===== config.mk =====
export PLATFORM = sky130hd
export DESIGN_NAME = data_check
export DESIGN_NICKNAME = d
export VERILOG_FILES = /design/src/rtl/data_stream_pkg.sv /design/src/rtl/data_check_cmp.sv /design/src/rtl/data_check.sv
export SDC_FILE = /design/constraint.sdc
export NUM_CORES = 1
export LEC_CHECK = 0
export CAP_MARGIN = 20
export CORE_AREA = 3 3 273 275
export DETAILED_ROUTE_END_ITERATION = 7
export DIE_AREA = 0 0 276 278
export PLACE_DENSITY_LB_ADDON = 0.05
export SYNTH_ARGS = -nofsm -noshare
export SYNTH_HDL_FRONTEND = slang
export SYNTH_SLANG_ARGS = --single-unit

===== constraint.sdc =====
create_clock -name clk -period 2.8 [get_ports clk]
set_input_delay 0.84 -clock clk [delete_from_list [all_inputs] [get_ports clk]]
set_output_delay 0.84 -clock clk [all_outputs]
set_load 0.01 [all_outputs]

===== src/rtl/data_stream_pkg.sv =====
// -----------------------------------------------------------------------------
// data_stream_pkg
// Shared definitions for the counter-pattern AXI-Stream generator and checker.
//   PATTERN_W              width of the repeating counter word carried per lane
//   DEFAULT_DW             default stream data width (multiple of PATTERN_W)
//   DEFAULT_BEATS_PER_PKT  default packet length in beats (tlast on last beat)
//   CNT_MAX                saturation value of all 32-bit result counters
//   state_e                checker run-control state
//   sat_inc()              saturating 32-bit increment
// -----------------------------------------------------------------------------
package data_stream_pkg;

  localparam int PATTERN_W             = 16;
  localparam int DEFAULT_DW            = 512;
  localparam int DEFAULT_BEATS_PER_PKT = 4;

  localparam logic [31:0] CNT_MAX = 32'hFFFF_FFFF;

  typedef enum logic [1:0] {
    ST_IDLE = 2'd0,
    ST_RUN  = 2'd1,
    ST_DONE = 2'd2
  } state_e;

  // Increment that sticks at CNT_MAX instead of wrapping to zero.
  function automatic logic [31:0] sat_inc(input logic [31:0] value);
    logic [31:0] result;
    if (value == CNT_MAX) begin
      result = value;
    end else begin
      result = value + 32'd1;
    end
    return result;
  endfunction

endpackage


===== src/rtl/data_check_cmp.sv =====
// -----------------------------------------------------------------------------
// data_check_cmp
// Combinational comparator: checks every PATTERN_W-bit lane of a stream word
// against one expected counter value.
//   i_data      stream data word, DW bits (DW/PATTERN_W lanes)
//   i_pattern   expected counter value for every lane
//   o_mismatch  high when any lane differs from i_pattern
// -----------------------------------------------------------------------------
module data_check_cmp
  import data_stream_pkg::*;
#(
  parameter int DW = DEFAULT_DW
) (
  input  logic [DW-1:0]        i_data,
  input  logic [PATTERN_W-1:0] i_pattern,
  output logic                 o_mismatch
);

  localparam int LANES = DW / PATTERN_W;

  logic [LANES-1:0] w_lane_mis;

  for (genvar l = 0; l < LANES; l++) begin : g_lane
    assign w_lane_mis[l] = (i_data[l*PATTERN_W +: PATTERN_W] != i_pattern);
  end

  // A single bad lane marks the whole beat as one data error.
  assign o_mismatch = |w_lane_mis;

endmodule


===== src/rtl/data_check.sv =====
// -----------------------------------------------------------------------------
// data_check
// AXI-Stream sink that checks a replicated 16-bit counter pattern and packet
// framing, with optional throttling, and reports registered results.
//   clk             single clock, rising edge
//   reset           synchronous active-high reset (dominates start)
//   start           one-cycle pulse: clear results and arm a run
//   max_cycles      beats to accept per run (sampled on start; 0 = finish now)
//   throttle        idle cycles with tready low after each beat (sampled on start)
//   axis_tdata      stream data, DW bits
//   axis_tvalid     stream valid
//   axis_tlast      stream packet end
//   axis_tready     stream ready (registered)
//   beats_rcvd      accepted beats this run (saturating)
//   data_errors     beats with a pattern mismatch (saturating)
//   last_errors     beats with tlast at the wrong packet position (saturating)
//   first_err_beat  0-based beat index of first error, 0xFFFFFFFF if none
//   first_err_data  tdata[15:0] of the first data error, 0 if none
//   done            high in DONE
//   pass            high in DONE when no data or tlast errors were seen
// -----------------------------------------------------------------------------
module data_check
  import data_stream_pkg::*;
#(
  parameter int DW            = DEFAULT_DW,
  parameter int BEATS_PER_PKT = DEFAULT_BEATS_PER_PKT
) (
  input  logic          clk,
  input  logic          reset,
  input  logic          start,
  input  logic [31:0]   max_cycles,
  input  logic [3:0]    throttle,
  input  logic [DW-1:0] axis_tdata,
  input  logic          axis_tvalid,
  input  logic          axis_tlast,
  output logic          axis_tready,
  output logic [31:0]   beats_rcvd,
  output logic [31:0]   data_errors,
  output logic [31:0]   last_errors,
  output logic [31:0]   first_err_beat,
  output logic [15:0]   first_err_data,
  output logic          done,
  output logic          pass
);

  localparam logic [31:0] LAST_POS = 32'(BEATS_PER_PKT - 1);

  state_e                r_state;
  logic [31:0]           r_max_cycles;
  logic [3:0]            r_throttle;
  logic [3:0]            r_thr_cnt;
  logic [PATTERN_W-1:0]  r_expected;
  logic [31:0]           r_beat_in_pkt;
  logic [31:0]           r_beats;
  logic [31:0]           r_data_errors;
  logic [31:0]           r_last_errors;
  logic [31:0]           r_first_err_beat;
  logic [15:0]           r_first_err_data;
  logic                  r_err_seen;
  logic                  r_data_err_seen;
  logic                  r_tready;
  logic                  r_done;
  logic                  r_pass;

  logic                  w_xfer;
  logic                  w_data_err;
  logic                  w_last_exp;
  logic                  w_last_err;
  logic                  w_final;
  logic                  w_pass_nxt;

  data_check_cmp #(
    .DW (DW)
  ) u_cmp (
    .i_data     (axis_tdata),
    .i_pattern  (r_expected),
    .o_mismatch (w_data_err)
  );

  // r_tready is only ever high in RUN, so a handshake implies RUN.
  assign w_xfer     = axis_tvalid & r_tready;
  assign w_last_exp = (r_beat_in_pkt == LAST_POS);
  assign w_last_err = axis_tlast ^ w_last_exp;
  // 33-bit compare so a saturated beat counter can never alias max_cycles.
  assign w_final    = (({1'b0, r_beats} + 33'd1) == {1'b0, r_max_cycles});
  // Verdict including the beat being accepted on the finishing cycle.
  assign w_pass_nxt = (r_data_errors == 32'd0) && !w_data_err &&
                      (r_last_errors == 32'd0) && !w_last_err;

  // Run-control FSM with all result registers and the registered tready.
  always_ff @(posedge clk) begin
    if (reset) begin
      r_state          <= ST_IDLE;
      r_max_cycles     <= 32'd0;
      r_throttle       <= 4'd0;
      r_thr_cnt        <= 4'd0;
      r_expected       <= 16'h0000;
      r_beat_in_pkt    <= 32'd0;
      r_beats          <= 32'd0;
      r_data_errors    <= 32'd0;
      r_last_errors    <= 32'd0;
      r_first_err_beat <= CNT_MAX;
      r_first_err_data <= 16'h0000;
      r_err_seen       <= 1'b0;
      r_data_err_seen  <= 1'b0;
      r_tready         <= 1'b0;
      r_done           <= 1'b0;
      r_pass           <= 1'b0;
    end else if (start) begin
      // Start clears everything from any state, including mid-run.
      r_max_cycles     <= max_cycles;
      r_throttle       <= throttle;
      r_thr_cnt        <= 4'd0;
      r_expected       <= 16'h0000;
      r_beat_in_pkt    <= 32'd0;
      r_beats          <= 32'd0;
      r_data_errors    <= 32'd0;
      r_last_errors    <= 32'd0;
      r_first_err_beat <= CNT_MAX;
      r_first_err_data <= 16'h0000;
      r_err_seen       <= 1'b0;
      r_data_err_seen  <= 1'b0;
      if (max_cycles == 32'd0) begin
        r_state  <= ST_DONE;
        r_tready <= 1'b0;
        r_done   <= 1'b1;
        r_pass   <= 1'b1;
      end else begin
        r_state  <= ST_RUN;
        r_tready <= 1'b1;
        r_done   <= 1'b0;
        r_pass   <= 1'b0;
      end
    end else begin
      case (r_state)
        ST_IDLE: begin
          r_tready <= 1'b0;
          r_done   <= 1'b0;
          r_pass   <= 1'b0;
        end
        ST_RUN: begin
          if (w_xfer) begin
            r_beats <= sat_inc(r_beats);
            if (w_data_err) begin
              r_data_errors <= sat_inc(r_data_errors);
            end
            if (w_last_err) begin
              r_last_errors <= sat_inc(r_last_errors);
            end
            if ((w_data_err || w_last_err) && !r_err_seen) begin
              r_err_seen       <= 1'b1;
              r_first_err_beat <= r_beats;
            end
            if (w_data_err && !r_data_err_seen) begin
              r_data_err_seen  <= 1'b1;
              r_first_err_data <= axis_tdata[15:0];
            end
            // Resync to the received word so one bad beat costs one error.
            r_expected <= axis_tdata[PATTERN_W-1:0] + 16'd1;
            // Received tlast re-frames the packet; otherwise count and wrap.
            if (axis_tlast || w_last_exp) begin
              r_beat_in_pkt <= 32'd0;
            end else begin
              r_beat_in_pkt <= r_beat_in_pkt + 32'd1;
            end
            if (w_final) begin
              r_state   <= ST_DONE;
              r_thr_cnt <= 4'd0;
              r_tready  <= 1'b0;
              r_done    <= 1'b1;
              r_pass    <= w_pass_nxt;
            end else begin
              r_thr_cnt <= r_throttle;
              r_tready  <= (r_throttle == 4'd0);
            end
          end else if (r_thr_cnt != 4'd0) begin
            // tready rises on the cycle the idle count reaches zero.
            r_thr_cnt <= r_thr_cnt - 4'd1;
            r_tready  <= (r_thr_cnt == 4'd1);
          end else begin
            r_tready <= 1'b1;
          end
        end
        ST_DONE: begin
          r_tready <= 1'b0;
        end
        default: begin
          r_state  <= ST_IDLE;
          r_tready <= 1'b0;
          r_done   <= 1'b0;
          r_pass   <= 1'b0;
        end
      endcase
    end
  end

  assign axis_tready    = r_tready;
  assign beats_rcvd     = r_beats;
  assign data_errors    = r_data_errors;
  assign last_errors    = r_last_errors;
  assign first_err_beat = r_first_err_beat;
  assign first_err_data = r_first_err_data;
  assign done           = r_done;
  assign pass           = r_pass;

endmodule


### Word level (Yosys, flattened, before mapping)

Index checks and enable logic that the tools add are counted.

| word-level totals | value |
|---|---|
| logic and storage cells | 126 |
| output and inout bits | 147 |
| bits in writable memories | 0 |
| latch bits | 0 |
| register bits | 239 |
| memories kept | 0 |
| input port bits | 553 |
| memory bits (read-only) | 0 |

| operators by class | value |
|---|---|
| order comparisons | 0 |
| muxes and demuxes | 24 |
| $mul | 0 |
| shifts and indexed selects | 0 |
| equality and inequality tests | 44 |
| divide/modulo/power cells | 0 |
| reduce and logical (&&, ||, !) cells | 30 |
| add/subtract/negate cells | 7 |
| bitwise gates (word level) | 5 |

Operators with widths:

| kind | count |
|---|---|
| inequality test 16 bit | 32 |
| adder 32 x 1 -> 32 bit (second input constant) | 4 |
| == test 32 bit (second input constant) | 3 |
| zero test 32 bit | 3 |
| adder 32 x 1 -> 33 bit (second input constant) | 1 |
| == test 33 x 32 -> 1 bit | 1 |
| == test 32 x 2 -> 1 bit (second input constant) | 1 |
| two-way mux 32 bit | 1 |
| OR reduction 32 bit | 1 |
| adder 16 x 1 -> 16 bit (second input constant) | 1 |
| AND reduction 3 bit | 5 |
| two-way mux 1 bit | 13 |
| two-way mux 4 bit | 3 |
| two-way mux 2 bit | 4 |
| AND reduction 4 bit | 2 |
| inequality test 3 bit (second input constant) | 2 |
| logical AND 1 bit | 5 |
| == test 4 x 1 -> 1 bit (second input constant) | 1 |
| zero test 1 bit | 4 |
| zero test 4 bit | 1 |
| case mux 1 bit (2 select lines) | 2 |
| case mux 2 bit (2 select lines) | 1 |
| AND reduction 2 bit | 2 |
| nonzero test 4 bit | 1 |
| 12 further kinds | 16 |

### Logic depth before layout (Yosys ltp)

| depth | value |
|---|---|
| depth after elaboration | 10 |
| mapped depth | 14 |
| depth with buffers taken out | 12 |

### By module

Synthesis repeated with hierarchy kept, for this count alone.

| second synthesis, totals | value |
|---|---|
| cell total of the unflattened synthesis | 2014 |
| area total of the unflattened synthesis | 15299.7 µm² |

Modules (own cells, without submodules):

| module | cells each | sequential area each (µm²) | times used | area an instance (µm²) |
|---|---|---|---|---|
| data_check | 1415 | 4784.6 | 1 | 11606.1 |
| data_check_cmp | 599 | 0.0 | 1 | 3693.5 |

### Least setup slack after synthesis

OpenSTA, ideal clock, no wires.

| timing | value |
|---|---|
| path kind | register to register |
| start | register r_beats[0] (netlist: beats_rcvd[0]) |
| end | register r_thr_cnt[0] |
| stages on the path, launching flop included | 11 |
| data arrival time | 2.975 ns |
| path buffers | 0 |
| clock period less this slack | 3.103 ns |
| path slack | -0.303 ns |
| library setup time | 0.128 ns |
| required time | 2.672 ns |
| path through | dfxtp_1 > ha_1 > nand3_1 > nor3_2 > nand2_1 > xnor2_1 > or3b_2 > a2111oi_4 > nand3_1 > a31oi_1 > nor2_1 |

| between the ends | value |
|---|---|
| cells in the longest elaborated chain, start to end | 4 |

Ends and longest elaborated chain:

| item | RTL line | RTL |
|---|---|---|
| start, declared | data_check.sv:54 | `logic [31:0] r_beats;` |
| start signal, assigned | data_check.sv:143 | `r_beats <= sat_inc(r_beats);` |
| adder 32 x 1 -> 33 bit | data_check.sv:85 | `assign w_final = (({1'b0, r_beats} + 33'd1) == {1'b0, r_max_cycles});` |
| == test 33 x 32 -> 1 bit | data_check.sv:85 |  |
| two-way mux 4 bit | data_check.sv:166 | `if (w_final) begin` |
| two-way mux 4 bit | data_check.sv:142 | `if (w_xfer) begin` |
| end signal, assigned | data_check.sv:173 | `r_thr_cnt <= r_throttle;` |
| end signal, assigned | data_check.sv:178 | `r_thr_cnt <= r_thr_cnt - 4'd1;` |
| end, declared | data_check.sv:51 | `logic [3:0] r_thr_cnt;` |

Every way passes these cells.
A chain may end at the register's enable or synchronous reset.

### Worst setup path in the final report

| timing | value |
|---|---|
| start | input port axis_tdata[216] |
| end | register r_first_err_data[13] (netlist: first_err_data[13]) |

| between the ends | value |
|---|---|
| cells in the longest elaborated chain, start to end | 4 |

Ends and longest elaborated chain:

| item | RTL line | RTL |
|---|---|---|
| start, declared | data_check.sv:33 | `input logic [DW-1:0] axis_tdata,` |
| inequality test 16 bit | data_check_cmp.sv:24 | `assign w_lane_mis[l] = (i_data[l*PATTERN_W +: PATTERN_W] != i_pattern);` |
| OR reduction 32 bit | data_check_cmp.sv:28 | `assign o_mismatch = \|w_lane_mis;` |
| logical AND 1 bit | data_check.sv:154 | `if (w_data_err && !r_data_err_seen) begin` |
| AND reduction 3 bit (no source line) | n/a |  |
| end signal, assigned | data_check.sv:156 | `r_first_err_data <= axis_tdata[15:0];` |
| end, declared | data_check.sv:58 | `logic [15:0] r_first_err_data;` |

Every way passes these cells.

==> metrics.md <==
| Metric | Value |
|---|---|
| Routed Antenna Nets | 0 |
| Max_cap viols | 0 |
| TritonCTS Buffers | 29 |
| Core ar. | 72590 um^2 |
| Distinct cells, synth | 63 |
| Async set-reset flop share out of synthesis | 0% |
| Tmin final | 3352 ps |
| Mux cell area share after synthesis | 5.741% |
| Pin count of the biggest net entering global routing | 85 |
| Failing checks | setup timing |
| H-Tree Level Count | 1 |
| I/O Pins | 700 |
| Max-slew violations | 0 |
| # hold bufs at CTS | 0 |
| Top-area cell type share of the netlist area | 30.83% |
| CP startpoint kind | primary input |
| Setup crit end kind | flop |
| Core Util, Final | 39.28% |
| Worst vdd ir | 0.3566 mV |
| Pleak | 11.02 nW |
| Drt total wl | 100900 um |
| CTS tree | done |
| Most common cell in the synthesized netlist | nor2_1 |
| Synth top area cells | dfxtp_1 (31%), xor2_1 (10%), nor2_1 (6.7%), mux2i_1 (5.7%), nand4_1 (5.2%) |
| Pwr per Cell Area | 322.3 nW/um^2 |
| Initial Util | 21.38% |
| Drt pass-1 iters | 5 |
| Width of the die | 276 um |
| Clock Skews | 12.05 ps |
| Clk buf depth | 3 |
| Post-synthesis adder-cell area fraction | 0.8870% |
| Synth Register Bits | 239 |
| Worst EP required | 3250 ps |
| Avg WL per Cell | 25.68 um |
| Max Clk Rate | 298.3 MHz |
| XOR/XNOR share of the synthesized area | 14.73% |
| Post-synth EDFFs | 0 |
| Initial antenna violation count | 48 |
| Vias in the first global route | 18920 |
| Total number of vias | 19180 |
| Overflow left after global routing | 0 |
| Vias per std cell | 4.880 |
| Area grow syn2layout | 83.73% |
| Arrival time at the worst endpoint | 3800 ps |
| GRT Total Usage | 24.92% |
| Complex-gate fraction of the synthesized area | 7.491% |
| HP Class | reg -> reg |
| Largest family of logic cells by synthesized area | simple AND/OR/NAND/NOR gates |
| Post-route cell area | 28510 um^2 |
| Clock Tree Root | clkbuf_16 |
| Top_reg_cell synth | dfxtp_1 |
| Final setup violation count | 84 |
| DRC viols | 0 |
| Placement Setup Slack | -1843 ps |
| Std cell rows | 99 |
| Post-synth top cells | nor2_1 (278), dfxtp_1 (239), xor2_1 (178) |
| Chip height | 278 um |
| Worst slew pin tran | 581.0 ps |
| Routability Congestion | 0.9488 |
| DR iter-0 viols | 1152 |
| Die area | 76730 um^2 |
| Mapped Cells | 1978 |
| Mapped Nets | 2542 |
| Layout cells sized above 1 | 19.84% |
| Synth Area in Simple Gates | 36.28% |
| First-pass GRT wire length | 141400 um |
| I/O Buffers | 699 |
| PnR worst setup slack | -552.4 ps |
| Synth Area per Inst | 7.845 um^2 |
| Final worst path period share | 119.7% |
| Crit-path max FO | 8 |
| WS Path Type | in -> reg |
| Final nets | 3498 |
| Synthesis Warnings | 0 |
| Area leader, netlist | dfxtp_1 |
| Synth Cell Area | 15520 um^2 |
| Worst slack on hold paths | 492.8 ps |
| Placed instance area | 25890 um^2 |
| Seq/Total Area, Yosys | 30.83% |
| Clock-pin transition on the worst setup and hold timing paths | 70 ps |
| DPL Wire Length | 83460 um |
| Slew HR | 61.27% |
| Status | complete, but fails checks |
| Clk_lat worst skew | 560 ps |
| Unrepaired setup endpoints after global routing | true |
| Final hold violations | 0 |
| Sinks on Clock Net | 239 |
-- logic make-up (layout without fill, tap and decap cells) --
logic type | Yosys count | after routing
and+or+nand+nor | 1064 | 1064
other | 0 | 18
xor gates and xnor gates | 261 | 261
buffers and inverters | 135 | 1110
adders and majority gates | 11 | 11
DFF | 239 | 239
muxes | 89 | 89
AOI/OAI and AO/OA | 179 | 179
-- layout make-up --
type	count	area, um^2
clock inverter	8	140.1
antenna	18	45.04
clock buffer	42	834.6
sequential	239	4818
fill	7509	44080
multi-input combinational	1604	11240
tap	959	1200
timing repair buffer	1043	10160
inverter	17	68.82
-- per-layer routing --
layer / share of wire (%) / vias up / global-route usage, % / wire length, um
met3: 5.1 / 134 / 4.488 / 5105
li1: - / 9206 / - / -
met4: 1.9 / 20 / 5.443 / 1935
met5: 0.13 / - / 0 / 134
met2: 52 / 598 / 45.85 / 52090
met1: 41 / 9219 / 30.13 / 41650
-- placed cells by master (no fill, tap or decap), types with 22 or more instances in the layout --
master,n
clkdlybuf4s50_1,642
buf_4,290
nor2_1,273
dfxtp_1,220
xor2_1,177
nand4_1,129
nand2_1,112
nand3_1,87
mux2i_1,85
xnor2_1,83
nor3_1,79
nor4_1,62
or4_1,57
and3_1,56
or3_1,45
a21oi_1,35
clkbuf_16,31
dlymetal6s2s_1,29
buf_12,26
a21oi_2,24
and4_1,22
-- where the power goes --
part	internal (mW)	switching, mW	total [mW]
clock network	2.41	1.53	3.94
registers	3.44	0.0479	3.49
logic	1.04	0.710	1.75
total	6.90	2.29	9.19
-- flip-flops by register name, indices dropped and copies added (netlist names) --
signal	cells
beats_rcvd	32
data_errors	32
first_err_beat	32
last_errors	32
r_beat_in_pkt	32
r_max_cycles	32
first_err_data	16
r_expected	16
r_thr_cnt	4
r_throttle	4
r_state	2
axis_tready	1
done	1
pass	1
r_data_err_seen	1
r_err_seen	1
-- worst max-delay path, stage by stage --
cell	delay, ps
clkdlybuf4s50_1	450
or4_4	510
mux2i_4	180
nand4_1	210
nor4_2	270
buf_4	150
nand4_1	140
buf_6	170
o21ai_4	230
nand2b_4	230
buf_12	150
mux2i_1	200
nor2_1	60
-- stage by stage --
step / std cells / setup TNS [ps] / total power, mW
4_1_cts: 3905 / -43030 / 9.295
3_3_place_gp: 3838 / -165280 / 5.215
5_1_grt: 3925 / -50700 / 9.575
2_1_floorplan: 1978 / -5985 / 3.981
6_report: 3930 / -41050 / 9.188
3_5_place_dp: 3838 / -162480 / 5.224
-- final timing paths --
path	endpoint	startpoint	slack, ps	cells past startpoint
max	first_err_data[13]	axis_tdata[216]	-550	13
min	pass	pass	490	1
max reg2reg	first_err_data[13]	r_expected[3]	-460	13
min reg2reg	pass	pass	490	1
-- repair_timing --
item / 4_1_cts / 5_1_grt
gates resized for setup: 150 / 182
cloned: 8 / 2
setup buffers: 15 / 13
endpoints found under the setup margin: 114 / 116
pin swaps: 43 / 76
Note: power is estimated with default switching activity, not from simulation.
